==> config.mk <==
export PLATFORM = sky130hd
export DESIGN_NAME = amm_cmd_splitter
export DESIGN_NICKNAME = d
export VERILOG_FILES = /design/src/rtl/amm_cmd_splitter.sv
export SDC_FILE = /design/constraint.sdc
export NUM_CORES = 1
export LEC_CHECK = 0
export CAP_MARGIN = 20
export CORE_MARGIN = 5
export CORE_UTILIZATION = 54
export DETAILED_ROUTE_END_ITERATION = 8
export PLACE_DENSITY = 0.88
export SYNTH_ARGS = -nofsm -noshare
export SYNTH_HDL_FRONTEND = slang
export SYNTH_SLANG_ARGS = --single-unit
==> constraint.sdc <==
create_clock -name clk_i -period 6.64 [get_ports clk_i]
set_clock_uncertainty 0.15 [all_clocks]
set_input_delay 1.328 -clock clk_i [delete_from_list [all_inputs] [get_ports clk_i]]
set_output_delay 1.328 -clock clk_i [all_outputs]
set_load 0.01 [all_outputs]
==> src/rtl/amm_cmd_splitter.sv <==
// Splits one byte-granular test command into single-word Avalon-MM accesses
// with per-word byteenables and a per-word incrementing write-data pattern.
module amm_cmd_splitter #(
    parameter int DATA_W     = 128,
    parameter int BE_W       = DATA_W / 8,
    parameter int ADDR_W     = 32,
    parameter int AMM_ADDR_W = ADDR_W - $clog2(DATA_W / 8),
    parameter int LEN_W      = 16
) (
    input  logic                  clk_i,
    input  logic                  rst_n_i,
    input  logic                  cmd_valid_i,
    output logic                  cmd_ready_o,
    input  logic                  cmd_op_i,
    input  logic [ADDR_W-1:0]     cmd_addr_i,
    input  logic [LEN_W-1:0]      cmd_len_i,
    input  logic [7:0]            cmd_pattern_i,
    output logic [AMM_ADDR_W-1:0] amm_address_o,
    output logic                  amm_read_o,
    output logic                  amm_write_o,
    output logic [DATA_W-1:0]     amm_writedata_o,
    output logic [BE_W-1:0]       amm_byteenable_o,
    input  logic                  amm_waitrequest_i,
    output logic                  busy_o,
    output logic                  done_o
);

    localparam int OFF_W = $clog2(BE_W);
    localparam int CNT_W = LEN_W - OFF_W + 1;
    localparam logic [CNT_W-1:0]      CNT_ONE  = CNT_W'(1);
    localparam logic [AMM_ADDR_W-1:0] ADDR_ONE = AMM_ADDR_W'(1);
    localparam logic [LEN_W:0]        END_ONE  = (LEN_W + 1)'(1);

    typedef enum logic [1:0] {
        IDLE,
        ISSUE,
        FIN
    } state_e;

    state_e                  state_q, state_d;
    logic                    op_q, op_d;
    logic [7:0]              pat_q, pat_d;
    logic [OFF_W-1:0]        off_q, off_d;
    logic [OFF_W-1:0]        endlo_q, endlo_d;
    logic [CNT_W-1:0]        nwords_q, nwords_d;
    logic [CNT_W-1:0]        cnt_q, cnt_d;
    logic [AMM_ADDR_W-1:0]   addr_q, addr_d;
    logic                    read_q, read_d;
    logic                    write_q, write_d;
    logic [DATA_W-1:0]       wdata_q, wdata_d;
    logic [BE_W-1:0]         be_q, be_d;
    logic                    ready_q, ready_d;
    logic                    busy_q, busy_d;
    logic                    done_q, done_d;

    logic [OFF_W-1:0]        acc_off;
    logic [LEN_W:0]          acc_end;
    logic [CNT_W-1:0]        acc_nwords;
    logic [CNT_W-1:0]        cnt_nxt;
    logic                    last_word;

    // BE_W-1-hi equals ~hi in OFF_W bits, so the upper bound is a right shift by ~hi.
    function automatic logic [BE_W-1:0] word_be(input logic [CNT_W-1:0] n,
                                               input logic [CNT_W-1:0] nw,
                                               input logic [OFF_W-1:0] off,
                                               input logic [OFF_W-1:0] endlo);
        logic [BE_W-1:0]  ones;
        logic [OFF_W-1:0] lo;
        logic [OFF_W-1:0] hi;
        ones = '1;
        lo   = (n == '0) ? off : '0;
        hi   = (n == nw - CNT_ONE) ? endlo : '1;
        return (ones << lo) & (ones >> (~hi));
    endfunction

    function automatic logic [DATA_W-1:0] fill(input logic [7:0] b);
        return {BE_W{b}};
    endfunction

    always_comb begin
        acc_off    = cmd_addr_i[OFF_W-1:0];
        acc_end    = (LEN_W + 1)'(acc_off) + {1'b0, cmd_len_i} - END_ONE;
        acc_nwords = acc_end[LEN_W:OFF_W] + CNT_ONE;
        cnt_nxt    = cnt_q + CNT_ONE;
        last_word  = (cnt_q == nwords_q - CNT_ONE);
    end

    always_comb begin
        state_d  = state_q;
        op_d     = op_q;
        pat_d    = pat_q;
        off_d    = off_q;
        endlo_d  = endlo_q;
        nwords_d = nwords_q;
        cnt_d    = cnt_q;
        addr_d   = addr_q;
        read_d   = read_q;
        write_d  = write_q;
        wdata_d  = wdata_q;
        be_d     = be_q;
        ready_d  = ready_q;
        busy_d   = busy_q;
        done_d   = 1'b0;

        case (state_q)
            IDLE: begin
                if (cmd_valid_i && ready_q) begin
                    op_d     = cmd_op_i;
                    pat_d    = cmd_pattern_i;
                    off_d    = acc_off;
                    endlo_d  = acc_end[OFF_W-1:0];
                    nwords_d = acc_nwords;
                    cnt_d    = '0;
                    ready_d  = 1'b0;
                    busy_d   = 1'b1;
                    if (cmd_len_i == '0) begin
                        state_d = FIN;
                        done_d  = 1'b1;
                    end else begin
                        state_d = ISSUE;
                        addr_d  = AMM_ADDR_W'(cmd_addr_i >> OFF_W);
                        read_d  = ~cmd_op_i;
                        write_d = cmd_op_i;
                        be_d    = word_be('0, acc_nwords, acc_off, acc_end[OFF_W-1:0]);
                        wdata_d = cmd_op_i ? fill(cmd_pattern_i) : '0;
                    end
                end
            end
            ISSUE: begin
                if (!amm_waitrequest_i) begin
                    if (last_word) begin
                        state_d = IDLE;
                        addr_d  = '0;
                        read_d  = 1'b0;
                        write_d = 1'b0;
                        be_d    = '0;
                        wdata_d = '0;
                        ready_d = 1'b1;
                        busy_d  = 1'b0;
                        done_d  = 1'b1;
                    end else begin
                        cnt_d   = cnt_nxt;
                        addr_d  = addr_q + ADDR_ONE;
                        be_d    = word_be(cnt_nxt, nwords_q, off_q, endlo_q);
                        wdata_d = op_q ? fill(pat_q + 8'(cnt_nxt)) : '0;
                    end
                end
            end
            FIN: begin
                state_d = IDLE;
                ready_d = 1'b1;
                busy_d  = 1'b0;
            end
            default: begin
                state_d = IDLE;
                ready_d = 1'b1;
                busy_d  = 1'b0;
            end
        endcase
    end

    always_ff @(posedge clk_i or negedge rst_n_i) begin
        if (!rst_n_i) begin
            state_q  <= IDLE;
            op_q     <= 1'b0;
            pat_q    <= '0;
            off_q    <= '0;
            endlo_q  <= '0;
            nwords_q <= '0;
            cnt_q    <= '0;
            addr_q   <= '0;
            read_q   <= 1'b0;
            write_q  <= 1'b0;
            wdata_q  <= '0;
            be_q     <= '0;
            ready_q  <= 1'b1;
            busy_q   <= 1'b0;
            done_q   <= 1'b0;
        end else begin
            state_q  <= state_d;
            op_q     <= op_d;
            pat_q    <= pat_d;
            off_q    <= off_d;
            endlo_q  <= endlo_d;
            nwords_q <= nwords_d;
            cnt_q    <= cnt_d;
            addr_q   <= addr_d;
            read_q   <= read_d;
            write_q  <= write_d;
            wdata_q  <= wdata_d;
            be_q     <= be_d;
            ready_q  <= ready_d;
            busy_q   <= busy_d;
            done_q   <= done_d;
        end
    end

    assign cmd_ready_o      = ready_q;
    assign amm_address_o    = addr_q;
    assign amm_read_o       = read_q;
    assign amm_write_o      = write_q;
    assign amm_writedata_o  = wdata_q;
    assign amm_byteenable_o = be_q;
    assign busy_o           = busy_q;
    assign done_o           = done_q;

endmodule

==> impl_metrics.yaml <==
layout:
  finalNonFillerCells: 1436
  drive_above_1_share_pct: 5.28
  multiInputGateArea_mm2: 0.00509
  syn2layout_area_growth_pct: 21.1
  fin_nets: 1308
  final_common_cell: "clkdlybuf4s50_1"
  seq_area_mm2: 0.00255
  final_cell_mix: "clkdlybuf4s50_1 (236), nand2_1 (131), o21ai_0 (110)"
  design_area_mm2: 0.0109
  num-fill-cells: 1351
placed_design:
  placedCellCount: 1415
  preCtsSetupSlack_ns: 0.472
  place_congestion: 0.988
  placed_area_mm2: 0.0106
  io_buffers: 237
  dp_hpwl_mm: 19.6
sta:
  setup_tns_ns: 0
  period_minus_slack_ns: 5.84
  whs_ns: 0.346
  hold_violations: 0
  drv_slew: 0
  worst_pin_slew_ns: 0.961
  clock.fmax_mhz: 171
  rsz0062_at_grt: "no"
  setup_violations: 0
  relSlewSlack_pct: 35.8
  min_period_over_period_pct: 87.9
  worst_slack_ns: 0.801
critical_path:
  critPathTopFamily: "compound AO/OA/AOI/OAI gates"
  crit_path_cell_trace: "clkdlybuf4s50_1, inv_1, ha_1, inv_1, ha_1, inv_1, fa_1, nand2b_1, a21oi_1, xnor2_1, ha_1, and2_1, and4_1, mux2i_1, a2bb2oi_1, o211a_1, mux2i_1, buf_4, a211o_1, a221o_1"
  max_stage_delay_ns: 0.59
  slowest_stage: "clkdlybuf4s50_1"
  end_kind: "register"
  arrival_ns: 5.94
  crit_fanout: 12
  critPathLaunchType: "primary input"
  path_class: "primary input to register"
  critical_path_required_ns: 6.74
  crit_buf_inv: 5
global_route:
  grt_pass1_wl_mm: 41.2
  grt_start_max_net_pins: 69
  first_global_vias: 7960
  grtUsageTotal_pct: 25.3
  grt-ovfl-total: 0
  antenna_found_initial: 4
cts:
  clk_pin_slew_worst_paths_ns: 0.08
  clockRootBuffer: "clkbuf_16"
  ctsResizeCount: 0
  cts_setup_buffers: 0
  cts_tree: "built"
  cts_sinks: 102
  ctsLongestPathBuffers: 2
  holdBufCountCts: 0
  clock_latency_ns: 0.36
  cts_max_level: 3
  numCtsBuffers: 9
synth:
  yosys_warnings: 0
  synthMuxAreaShare_pct: 0.609
  synth_fa_ha_area_share_pct: 5.71
  synth-xor-area-share_pct: 8.72
  synth_cell_types: 87
  synth.area.top_cells: "dfrtp_1 (28%), buf_4 (10%), o21ai_0 (6.1%)"
  synthCells: 1125
  synth.avg_cell_area_um2: 8.03
  synth_flop_cell: "dfrtp_1"
  async_flop_share_pct: 100
  synth_nets: 1226
  synth_top_family_by_area: "compound AO/OA/AOI/OAI gates"
  netlist_area_mm2: 0.00903
  synth_compound_area_share_pct: 20.9
  synth_top_area_share_pct: 28.0
  synth-simple-area-share_pct: 20.3
  synth_edf_count: 0
  ys_ff_latch: 102
  yosysSeqAreaShare_pct: 28.3
  synth_largest_area_cell: "dfrtp_1"
power:
  cellPowerDensity_mw_per_mm2: 396
  ir_drop_mv: 0.210
  leakagePower_nw: 4.49
drt:
  drc: 0
  vias: 8482
  drtIter0Drc: 739
  viasPerCell: 5.91
  antenna_left: 0
  drt-pass1-iter-count: 6
  wire_per_inst_um: 17.7
  wl_mm: 25.4
die:
  coreArea_mm2: 0.0165
  boundaryPins: 238
  core.rowCount: 47
  die_w_um: 139
  die_y_um: 139
  start_util_pct: 54.7
  die-area_mm2: 0.0194
outcome:
  status: "complete, no violations"
hold_path:
  hold_class: "register to register"
job:
  max-cap-violations: 0
## metrics by stage
step	total power, W	util (%)
CTS	0.00433	66.1
global route	0.00463	66.2
detailed placement	0.00380	64.3
global placement	0.00371	64.2
floorplan	0.00292	-
finish	0.00433	66.2
## synth_stat cells (6+ instances only)
cell and number:
a211oi_1 6, a21o_1 11, a21oi_1 57, a221oi_1 7
a31oi_1 8, a32oi_1 15, and2_1 7, and3_1 16
buf_2 7, buf_4 125, clkbuf_1 43, dfrtp_1 101
ha_1 38, inv_1 60, nand2_1 131, nand2b_1 11
nand3_1 20, nand4_1 14, nor2_1 60, nor2b_1 10
nor3_1 41, nor4_1 10, o211ai_1 7, o21ai_0 110
o21ai_1 6, o22ai_1 8, xnor2_1 49, xnor3_1 6
xor2_1 21
## report_power, final
part           switching [W]  leakage, nW  total, W  internal, W
registers           0.000410         1.26   0.00129     0.000878
logic                0.00120         3.09   0.00251      0.00131
clock network       0.000256        0.138  0.000526     0.000271
total                0.00187         4.49   0.00433      0.00246
## sequential cells by signal, indices dropped and copies added (netlist names), 2 cells and up
register and flops:
off_q 4, amm_address_o 28, cnt_q 13, pat_q 8, nwords_q 13, amm_writedata_o 8
amm_byteenable_o 16, state_q 2, endlo_q 4
## cells by family after synthesis
family          Yosys count
compound gates          293
xor+xnor                 78
flops                   102
mux                       5
buf+inv                 242
simple gates            365
fa+ha+maj                40
## worst register-to-register path, delay by kind of cell, from the launching register on
| family | cells | cell delay, ns |
|---|---|---|
| adders and majority gates | 1 | 0.43 |
| AOI/OAI and AO/OA | 3 | 0.36 |
| DFF | 1 | 0.52 |
| and+or+nand+nor | 7 | 2.48 |
## metal layers
metal  vias up  track usage (%)  share of wire [%]
met5         -                0                  0
met4         0             9.37                3.3
met3        55             3.70                7.7
met2       445             45.6                 51
met1      3961             30.5                 38
li1       4021                -                  -
## area by class of cell
cell class | count | area share, %
Multi-Input combinational cell | 781 | 46.6
Clock buffer | 10 | 2.18
Tap cell | 220 | 2.52
Sequential cell | 102 | 23.3
Clock inverter | 6 | 0.480
Antenna cell | 4 | 0.0915
Timing Repair Buffer | 250 | 22.7
Inverter | 63 | 2.16
## path summary, 6_finish.rpt
kind | from | end | slack (ns) | cells after the start
setup reg to reg | cnt_q[0] | amm_byteenable_o[3] | 2.56 | 11
max in group asynchronous | rst_n_i | nwords_q[4] | 4.32 | 2
hold / removal | pat_q[6] | pat_q[6] | 0.35 | 2
hold reg to reg | pat_q[6] | pat_q[6] | 0.35 | 2
setup / recovery | cmd_addr_i[1] | amm_byteenable_o[10] | 0.80 | 20
min in group asynchronous | rst_n_i | amm_address_o[10] | 0.75 | 1
No activity file was read; power rests on OpenSTA's default activity.
==> edit (same flow settings) <==
Set the parameter `LEN_W` to 8 (it was 16).
--- a/src/rtl/amm_cmd_splitter.sv
+++ b/src/rtl/amm_cmd_splitter.sv
@@ -5,7 +5,7 @@
     parameter int BE_W       = DATA_W / 8,
     parameter int ADDR_W     = 32,
     parameter int AMM_ADDR_W = ADDR_W - $clog2(DATA_W / 8),
-    parameter int LEN_W      = 16
+    parameter int LEN_W      = 8
 ) (
     input  logic                  clk_i,
     input  logic                  rst_n_i,
Ports: changed (resized cmd_len_i); port bits go from 238 to 230. No check against the original RTL was run, so the function may have changed too.
==> edit against the unedited design <==
  * Wire length is 26% lower
  * Combinational power grew 6%
  * First-iteration DRC count decreased by 16%
  * Power fell by 0.18%
  * Design area fell by 23%
  * Setup slack gained 720 ps
  * Die area is 25% lower
  * Cell count is 28% lower
  * Sequential cell count fell by 16
  * Global-route usage barely moved
  * Area after synthesis decreased by 27%
  * Critical path type unchanged
  * Critical endpoint is now amm_byteenable_o[1]
==> edit: results (changes against the unedited design) <==
* Outcome: finished clean
* Final HPWL DP at 14100 um (-28%)
* Synth Area in XOR/XNOR at 5.91% (-2.8 points)
* Drt first-iter violations at 619 (-16%)
* Fraction of layout cells with a size suffix above 1 at 7.01% (+1.7 points)
* Worst r2r dst: amm_byteenable_o[10]
* Nets at 957 (-27%)
* Period utilization at 77.1% (-11 points)
* Worst VDD drop at 0.203 mV (-3.4%)
* Synth top area cells: dfrtp_1 32%, buf_4 14%, nand2_1 5.5%
* Syn_nets at 859 (-30%)
* Vias/cell at 5.83 (-1.3%)
* Synth cell types at 70 (-20%)
* Placer Congestion at 0.948 (-4.0%)
* Min-delay src: amm_byteenable_o[0]
* Crit-path max FO at 11 (-1)
* Crit path capture: amm_byteenable_o[1]
* Dpl ws at 1250 ps (+779 ps)
* Via count of the first global-routing pass at 5786 (-27%)
* CP max-delay cell: xnor2_2
* Vias at 6011 (-29%)
* Leakage power at 3.50 nW (-22%)
* Reg-to-Reg Start: cmd_ready_o
* Hold Crit Endpoint: amm_byteenable_o[0]
* Sequential fraction of the synthesis area at 32.7% (+4.4 points)
* GRT met1 Usage at 29.5% (-1.0 points)
* ANT cells at 0 (-4)
* Slowest stage delay, CP at 730 ps (+140 ps)
* Hold slack at 340 ps (-6.63 ps)
* Total track usage at 25.3% (-0.047 points)
* Arrival time worst endpoint at 5200 ps (-740 ps)
* Largest net degree at the start of global routing at 58 (-16%)
* Port buffer count at 229 (-3.4%)
* Routing usage on met2 at 45.0% (-0.64 points)
* Post-synthesis mux area share at 0.171% (-0.44 points)
* Post-Route M1 WL at 7080 um (-27%)
* # fillers at 918 (-32%)
## edit: changes by cell type after synthesis, sizes merged, moves of 9 or more
cell / change
a211oi: -9
a21oi: -22
clkbuf: -26
dfrtp: -16
ha: -15
inv: -12
nand2: -34
nand4: -9
nor3: -26
o21ai: -36
xnor2: -31
## edit: critical path, delay by kind of cell
family / cells / cell delay, ps
AOI/OAI and AO/OA: 5 / 1020
buffers and inverters: 4 / 860
adders and majority gates: 3 / 860
xor gates and xnor gates: 1 / 730
and+or+nand+nor: 2 / 390
## edit: area by class of cell
type	count	area [um^2]	share of cell area, %
Multi-Input combinational cell	498	3220	38.4
Timing Repair Buffer	235	2330	27.8
Sequential cell	86	2150	25.7
Clock buffer	11	233	2.77
Inverter	49	184	2.19
Tap cell	147	184	2.19
Clock inverter	5	81.3	0.969
## edit: power by group
part	switching [mW]	internal [mW]	total [mW]
Clock	0.223	0.331	0.554
Combinational	1.29	1.37	2.65
Sequential	0.348	0.766	1.11
Total	1.86	2.47	4.32
